### src/rtl/brief_desc_scheduler.sv
// Buffers flagged BRIEF results in a small FIFO and streams each 256-bit descriptor as WORD_W-bit beats.
// Optional build macro BRIEF_SCORE_THRESH_EN adds a score threshold filter ahead of the cap and full checks.
module brief_desc_scheduler #(
  parameter int DEPTH  = 8,
  parameter int WORD_W = 32,
  parameter int MAX_KP = 1023
) (
  input  logic                              i_clk,
  input  logic                              i_rst,
  input  logic                              i_frame_start,
  input  logic                              i_frame_end,
  input  logic                              i_flag,
  input  logic [9:0]                        i_coor_x,
  input  logic [9:0]                        i_coor_y,
  input  logic [7:0]                        i_score,
  input  logic [9:0]                        i_depth,
  input  logic [255:0]                      i_descriptor,
`ifdef BRIEF_SCORE_THRESH_EN
  input  logic [7:0]                        i_score_thresh,
`endif
  output logic                              o_valid,
  input  logic                              i_ready,
  output logic [WORD_W-1:0]                 o_word,
  output logic [$clog2(256/WORD_W)-1:0]     o_beat,
  output logic                              o_last,
  output logic [9:0]                        o_kp_x,
  output logic [9:0]                        o_kp_y,
  output logic [7:0]                        o_kp_score,
  output logic [9:0]                        o_kp_depth,
  output logic                              o_frame_done,
  output logic [9:0]                        o_kp_count,
  output logic [9:0]                        o_drop_count,
  output logic                              o_overflow,
  output logic [1:0]                        o_state
);

  localparam int NBEATS = 256 / WORD_W;
  localparam int BW     = $clog2(NBEATS);
  localparam int PW     = $clog2(DEPTH);
  localparam int CW     = PW + 1;
  localparam logic [BW-1:0] LAST_BEAT = BW'(NBEATS - 1);
  localparam logic [CW-1:0] FULL      = CW'(DEPTH);
  localparam logic [9:0]    CAP       = 10'(MAX_KP);
  localparam logic [9:0]    SAT       = 10'd1023;

  localparam logic [1:0] S_IDLE  = 2'd0;
  localparam logic [1:0] S_SEND  = 2'd1;
  localparam logic [1:0] S_DRAIN = 2'd2;

  // Handshake: a beat transfers on a cycle where o_valid && i_ready; while i_ready is low
  // o_valid, o_word, o_beat, o_last and o_kp_* hold their values.

  logic [255:0]  mem_desc [DEPTH];
  logic [37:0]   mem_meta [DEPTH];
  logic [PW-1:0] wr_ptr, rd_ptr;
  logic [CW-1:0] count, count_nx;
  logic [1:0]    state, state_nx;
  logic [BW-1:0] beat;
  logic [9:0]    acc_cnt, kp_cnt, drop_cnt;
  logic          ovf, fe_pend;

  logic          pass, under_cap, full, push, drop;
  logic          send, fire, last, pop;
  logic [255:0]  head_desc;
  logic [37:0]   head_meta;

`ifdef BRIEF_SCORE_THRESH_EN
  assign pass = (i_score >= i_score_thresh);
`else
  assign pass = 1'b1;
`endif

  // A frame start resets the cap, so a same-cycle push is judged against the new frame.
  assign under_cap = i_frame_start || (acc_cnt < CAP);
  assign full      = (count == FULL);
  assign push      = i_flag && pass && under_cap && !full;
  assign drop      = i_flag && pass && under_cap && full;

  assign send = (state == S_SEND);
  assign fire = send && i_ready;
  assign last = (beat == LAST_BEAT);
  assign pop  = fire && last;

  assign head_desc = mem_desc[rd_ptr];
  assign head_meta = mem_meta[rd_ptr];

  always_comb begin
    count_nx = count;
    if (push && !pop)
      count_nx = count + CW'(1);
    else if (pop && !push)
      count_nx = count - CW'(1);
  end

  always_comb begin
    state_nx = state;
    case (state)
      S_IDLE: begin
        if (count != '0)
          state_nx = S_SEND;
        else if (fe_pend && !push && !i_frame_start)
          state_nx = S_DRAIN;
      end
      S_SEND:  if (pop && count_nx == '0) state_nx = S_IDLE;
      S_DRAIN: state_nx = S_IDLE;
      default: state_nx = S_IDLE;
    endcase
  end

  always_ff @(posedge i_clk) begin
    if (push) begin
      mem_desc[wr_ptr] <= i_descriptor;
      mem_meta[wr_ptr] <= {i_coor_x, i_coor_y, i_score, i_depth};
    end
  end

  always_ff @(posedge i_clk) begin
    if (i_rst) begin
      state  <= S_IDLE;
      beat   <= '0;
      wr_ptr <= '0;
      rd_ptr <= '0;
      count  <= '0;
    end else begin
      state <= state_nx;
      count <= count_nx;
      if (push) wr_ptr <= wr_ptr + PW'(1);
      if (pop)  rd_ptr <= rd_ptr + PW'(1);
      if (fire) beat <= last ? '0 : beat + BW'(1);
    end
  end

  // Per-frame statistics; events coinciding with a frame start count toward the new frame.
  always_ff @(posedge i_clk) begin
    if (i_rst) begin
      acc_cnt  <= '0;
      kp_cnt   <= '0;
      drop_cnt <= '0;
      ovf      <= 1'b0;
      fe_pend  <= 1'b0;
    end else if (i_frame_start) begin
      acc_cnt  <= push ? 10'd1 : 10'd0;
      kp_cnt   <= pop  ? 10'd1 : 10'd0;
      drop_cnt <= drop ? 10'd1 : 10'd0;
      ovf      <= drop;
      fe_pend  <= 1'b0;
    end else begin
      if (push) acc_cnt <= acc_cnt + 10'd1;
      if (pop && kp_cnt != SAT) kp_cnt <= kp_cnt + 10'd1;
      if (drop && drop_cnt != SAT) drop_cnt <= drop_cnt + 10'd1;
      if (drop) ovf <= 1'b1;
      if (i_frame_end)
        fe_pend <= 1'b1;
      else if (state == S_DRAIN)
        fe_pend <= 1'b0;
    end
  end

  assign o_valid      = send;
  assign o_word       = send ? head_desc[int'(beat) * WORD_W +: WORD_W] : '0;
  assign o_beat       = beat;
  assign o_last       = send && last;
  assign o_kp_x       = send ? head_meta[37:28] : '0;
  assign o_kp_y       = send ? head_meta[27:18] : '0;
  assign o_kp_score   = send ? head_meta[17:10] : '0;
  assign o_kp_depth   = send ? head_meta[9:0]   : '0;
  assign o_frame_done = (state == S_DRAIN);
  assign o_kp_count   = kp_cnt;
  assign o_drop_count = drop_cnt;
  assign o_overflow   = ovf;
  assign o_state      = state;

endmodule

### config.mk
export PLATFORM = sky130hd
export DESIGN_NAME = brief_desc_scheduler
export DESIGN_NICKNAME = d
export VERILOG_FILES = /design/src/rtl/brief_desc_scheduler.sv
export SDC_FILE = /design/constraint.sdc
export NUM_CORES = 2
export LEC_CHECK = 0
export CORE_UTILIZATION = 60
export DETAILED_ROUTE_END_ITERATION = 6
export PLACE_DENSITY = 0.86
export REMOVE_ABC_BUFFERS = 1
export SYNTH_ARGS = -nofsm -noshare
export SYNTH_HDL_FRONTEND = slang
export SYNTH_SLANG_ARGS = --single-unit
### constraint.sdc
create_clock -name i_clk -period 41.2 [get_ports i_clk]
set_clock_uncertainty 0.2 [all_clocks]
set_input_delay 6.18 -clock i_clk [delete_from_list [all_inputs] [get_ports i_clk]]
set_output_delay 6.18 -clock i_clk [all_outputs]
set_load 0.05 [all_outputs]
# Word level (Yosys, flattened, before mapping)
# Memory sizes are Yosys's and may differ from the RTL's. A register that Yosys moved wholly into a read port is not among the register bits.
# Index checks and enable logic that the tools add are counted.
# Widths: inputs -> output; s select.
# word_totals
regBits	47
mem_bits_rw	2352
output_inout_bits	99
wordCells	89
mem_count	2
# memory_table
name	depth	word_bits	rd	rd_ports_with_merged_regs	write_ports	line	text
mem_desc	8	256	1	1	1	53	logic [255:0] mem_desc [DEPTH];
mem_meta	8	38	1	1	1	54	logic [37:0] mem_meta [DEPTH];
# classes
n_addsub	8
magnitude_cmp	1
n_eq_ne	8
shifts	1
n_mux	31
reduce_logical	28
# ops
op	count
$shiftx 256x9->32	1
$mux 10	9
$mux 32	1
$add 10x1->10 const B	3
$ne 10x10->1 const B	2
$mux 3	5
$logic_and 1x1->1	13
$lt 10x10->1 const B	1
$reduce_bool 2->1	5
$add 3x1->3 const B	3
$mux 1	9
$mux 4	2
$mux 8	1
$mux 2	3
$add 4x1->4 const B	1
$eq 4x4->1 const B	1
$logic_not 1->1	4
$logic_not 4->1	1
$pmux 2 s2	1
$reduce_bool 4->1	1
$sub 4x1->4 const B	1
$eq 3x3->1 const B	1
$ne 3x3->1 const B	1
$eq 2x1->1 const B	1
other kinds (6)	6

# Longest topological paths before layout
# logic_depth
depth_word	12
ltp_mapped	10

# Worst setup path after synthesis
# No wires, ideal clock.
# synth_timing
path_kind	input -> register
from	input i_frame_start
to	memory mem_desc[2][0], enable pin
t_arrival_ns	36.578
required_ns	39.231
slack_ns	2.653
stages	5
path_cell_list	nand2b_1 > o41a_1 > o21ai_1 > buf_2 > nor4b_1
# synth_between
elab_chain_len	5
# synth_rtl
element	line	text
start, declared	10	input logic i_frame_start,
$logic_or 1x1->1	74	assign under_cap = i_frame_start || (acc_cnt < CAP);
$logic_and 1x1->1 (2 in a row)	76	assign push = i_flag && pass && under_cap && !full;
$mux 1	111	if (push) begin
$mux 1 (implied by the code)	112	mem_desc[wr_ptr] <= i_descriptor;
end, declared	53	
# Every way passes these cells.

==> results.yml <==
power:
  finalPower_mw: 5.09
  ir_worst_vdd_v: 0.0000413
  p_leak_nw: 32.1
  cellPowerDensity_nw_per_um2: 48.2
worst_setup_path:
  slowest_stage: "dfxtp_4"
  cp_num_cells: 9
  path_buf_inv: 4
  path_common_cell: "buf_4"
  r2r_cells: 10
  reg2reg_to: "mem_desc[4][112]"
  cpPeakStageDelay_ns: 0.92
  cp-start-kind: "register"
  critPathMaxFanout: 125
  crit_arrival_ns: 6.67
  criticalPathCategory: "reg2out"
  crit_required_ns: 34.82
  crit_family: "buffers and inverters"
  worstSetupEndpointType: "primary output"
  r2r-start: "count[0]"
  crit_chain: "buf_12 > buf_4 > buf_4 > mux4_2 > nand2_1 > a31oi_1 > mux2i_1 > o22ai_1 > clkdlybuf4s50_1"
  rrSetupSlack_ns: 35.98
timing:
  slew_headroom_pct: 18.2
  max_freq_mhz: 76.6
  period_share_pct: 31.7
  hold_ws_ns: 0.303
  setup_viol: 0
  rsz0062_at_grt: "no"
  hold_viol: 0
  maxSlewViolCount: 0
  fin_crit_ns: 13.05
  worst_slew_pin_slew_ns: 1.22
  fin_setup_tns_ns: 0
floorplan:
  dieArea_um2: 155000
  rows: 143
  die_w_um: 394
  io_pins: 399
  core_area_um2: 152000
  fp.dieH_um: 394
  start_util_pct: 60.5
clock_tree:
  cts_setup_buffers: 0
  clkLatencyLatePin_ns: 0.88
  cts.sinks: 2402
  ctsHtreeMaxLevel: 4
  hold_buffers: 0
  clockBufferDepth: 3
  cts_tree: "built"
  root_buffer: "clkbuf_16"
  cts_buffers: 223
  cts_resized: 0
  clk_pin_slew_ns: 0.06
synth:
  yosysTopAreaCell: "edfxtp_1"
  netlist_instances: 4058
  synth-seq-cells: 2402
  yosysSeqAreaShare_pct: 77.8
  synth_edf_count: 2352
  synth_area_um2: 92000
  ys_types: 60
  synthArstFlopShare_pct: 0
  synth_top_area_share_pct: 76.7
  synth.most_common_cell: "edfxtp_1"
  netlist_top_cells_area: "edfxtp_1, mux4_2, mux2i_1"
  synth_warnings: 0
  synthTopCellsByCount: "edfxtp_1, mux4_2, mux2i_1"
  synth_ff_type: "edfxtp_1"
  avgSynthCellArea_um2: 22.7
worst_hold_path:
  hold_depth: 2
  holdPathEnd: "o_drop_count[9]"
  hp-class: "reg2reg"
  hold_start: "o_drop_count[9]"
job:
  max-cap-violations: 0
place:
  dp_hpwl_mm: 114
  gp_congestion: 0.780
  io_buffers: 398
outcome:
  outcome: "completed"
global_route:
  grt_start_max_net_pins: 138
  grt_antenna_before_repair: 71
  grt_pass1_wl_mm: 318
  grt_overflow_total: 0
  grt_pass1_vias: 46700
  grt_use_total_pct: 28.3
route:
  wl_per_cell_um: 32.0
  vias: 45100
  routed_wl_mm: 218
  ant_nets: 0
  drc: 0
  avgViaCountPerCell: 6.62
  drtIter0Drc: 5020
  drt_pass1_iterations: 5
final_layout:
  nets: 4859
  drive_gt1_share_pct: 22.2
  area.growth.synth_to_final_pct: 14.7
[cell type report]
class	instances	area [um^2]
clock inverter	152	1540
inverter	12	47.5
timing repair buffer	478	4700
antenna	39	97.6
clock buffer	270	5840
fill	8629	46500
multi-input combinational	1433	19200
sequential	2402	71600
tap	2030	2540
[metal layers]
layer	vias up	global-route usage, %	wire length [um]
met2	2691	46.0	111000
li1	18200	-	-
met4	68	11.5	7700
met5	-	0	437
met3	499	6.46	21700
met1	23600	37.7	77700
[cells by family (layout without fill, tap and decap cells)]
group	Yosys count	in the layout	share of synthesized area (%)
muxes	785	785	16.8
DFF	2402	2402	77.8
and+or+nand+nor	366	366	1.79
buffers and inverters	223	912	1.41
adders and majority gates	10	10	0.133
other	0	39	0
AOI/OAI and AO/OA	244	244	1.78
xor gates and xnor gates	28	28	0.266
[worst max path at each step]
stage                endpoint           from  slack (ns)
2_1_floorplan  mem_desc[2][0]  i_frame_start        2.70
3_3_place_gp       o_word[26]       register       29.04
3_5_place_dp       o_word[26]       register       28.92
4_1_cts            o_word[26]       register       27.95
5_1_grt            o_word[26]       register       27.76
6_report            o_word[3]       register       28.15
[cells in the final DEF (no fill, tap or decap), drive strengths merged, types with 23 or more instances in the layout]
cell type and count:
a211oi 28, a21oi 51, a22oi 36, buf 80, bufinv 25, clkbuf 270
clkdlybuf4s50 398, clkinv 109, dfxtp 50, diode 39, edfxtp 2352, mux2i 160
mux4 606, nand2 127, nand3 27, nor2 112, nor3 23, o21ai 34
o22ai 27
[worst register-to-register path: cells and delay by family (launching register included)]
| kind | cells | cell delay (ns) |
|---|---|---|
| simple gates | 5 | 1.59 |
| fa+ha+maj | 1 | 0.24 |
| buf+inv | 4 | 2.30 |
| flops | 1 | 0.39 |
[report_power, final]
part,switching [mW],internal [mW],total (mW),leakage (nW)
clock,0.905,1.17,2.07,3.59
combinational,0.163,0.0870,0.250,6.69
sequential,0.0189,2.74,2.76,21.8
[metrics by stage]
step	util (%)	cells	cell area, um^2	setup WS [ns]
after floorplan	-	3847	90800	2.70
after global placement	64.5	6355	98100	29.04
after detailed placement	64.5	6355	98100	28.92
after CTS	69.4	6777	106000	27.95
after global routing	69.4	6808	106000	27.76
final	69.4	6816	106000	28.15
[flip-flops by register name, summed over array words and instances, names as in the netlist, named ones only]
register,cells
count,4
rd_ptr,3
fe_pend,1
mem_desc,2048
mem_meta,304
o_drop_count,10
o_beat,3
o_overflow,1
o_state,2
acc_cnt,10
o_kp_count,10
wr_ptr,3
Note: power is estimated with default switching activity, not from simulation.
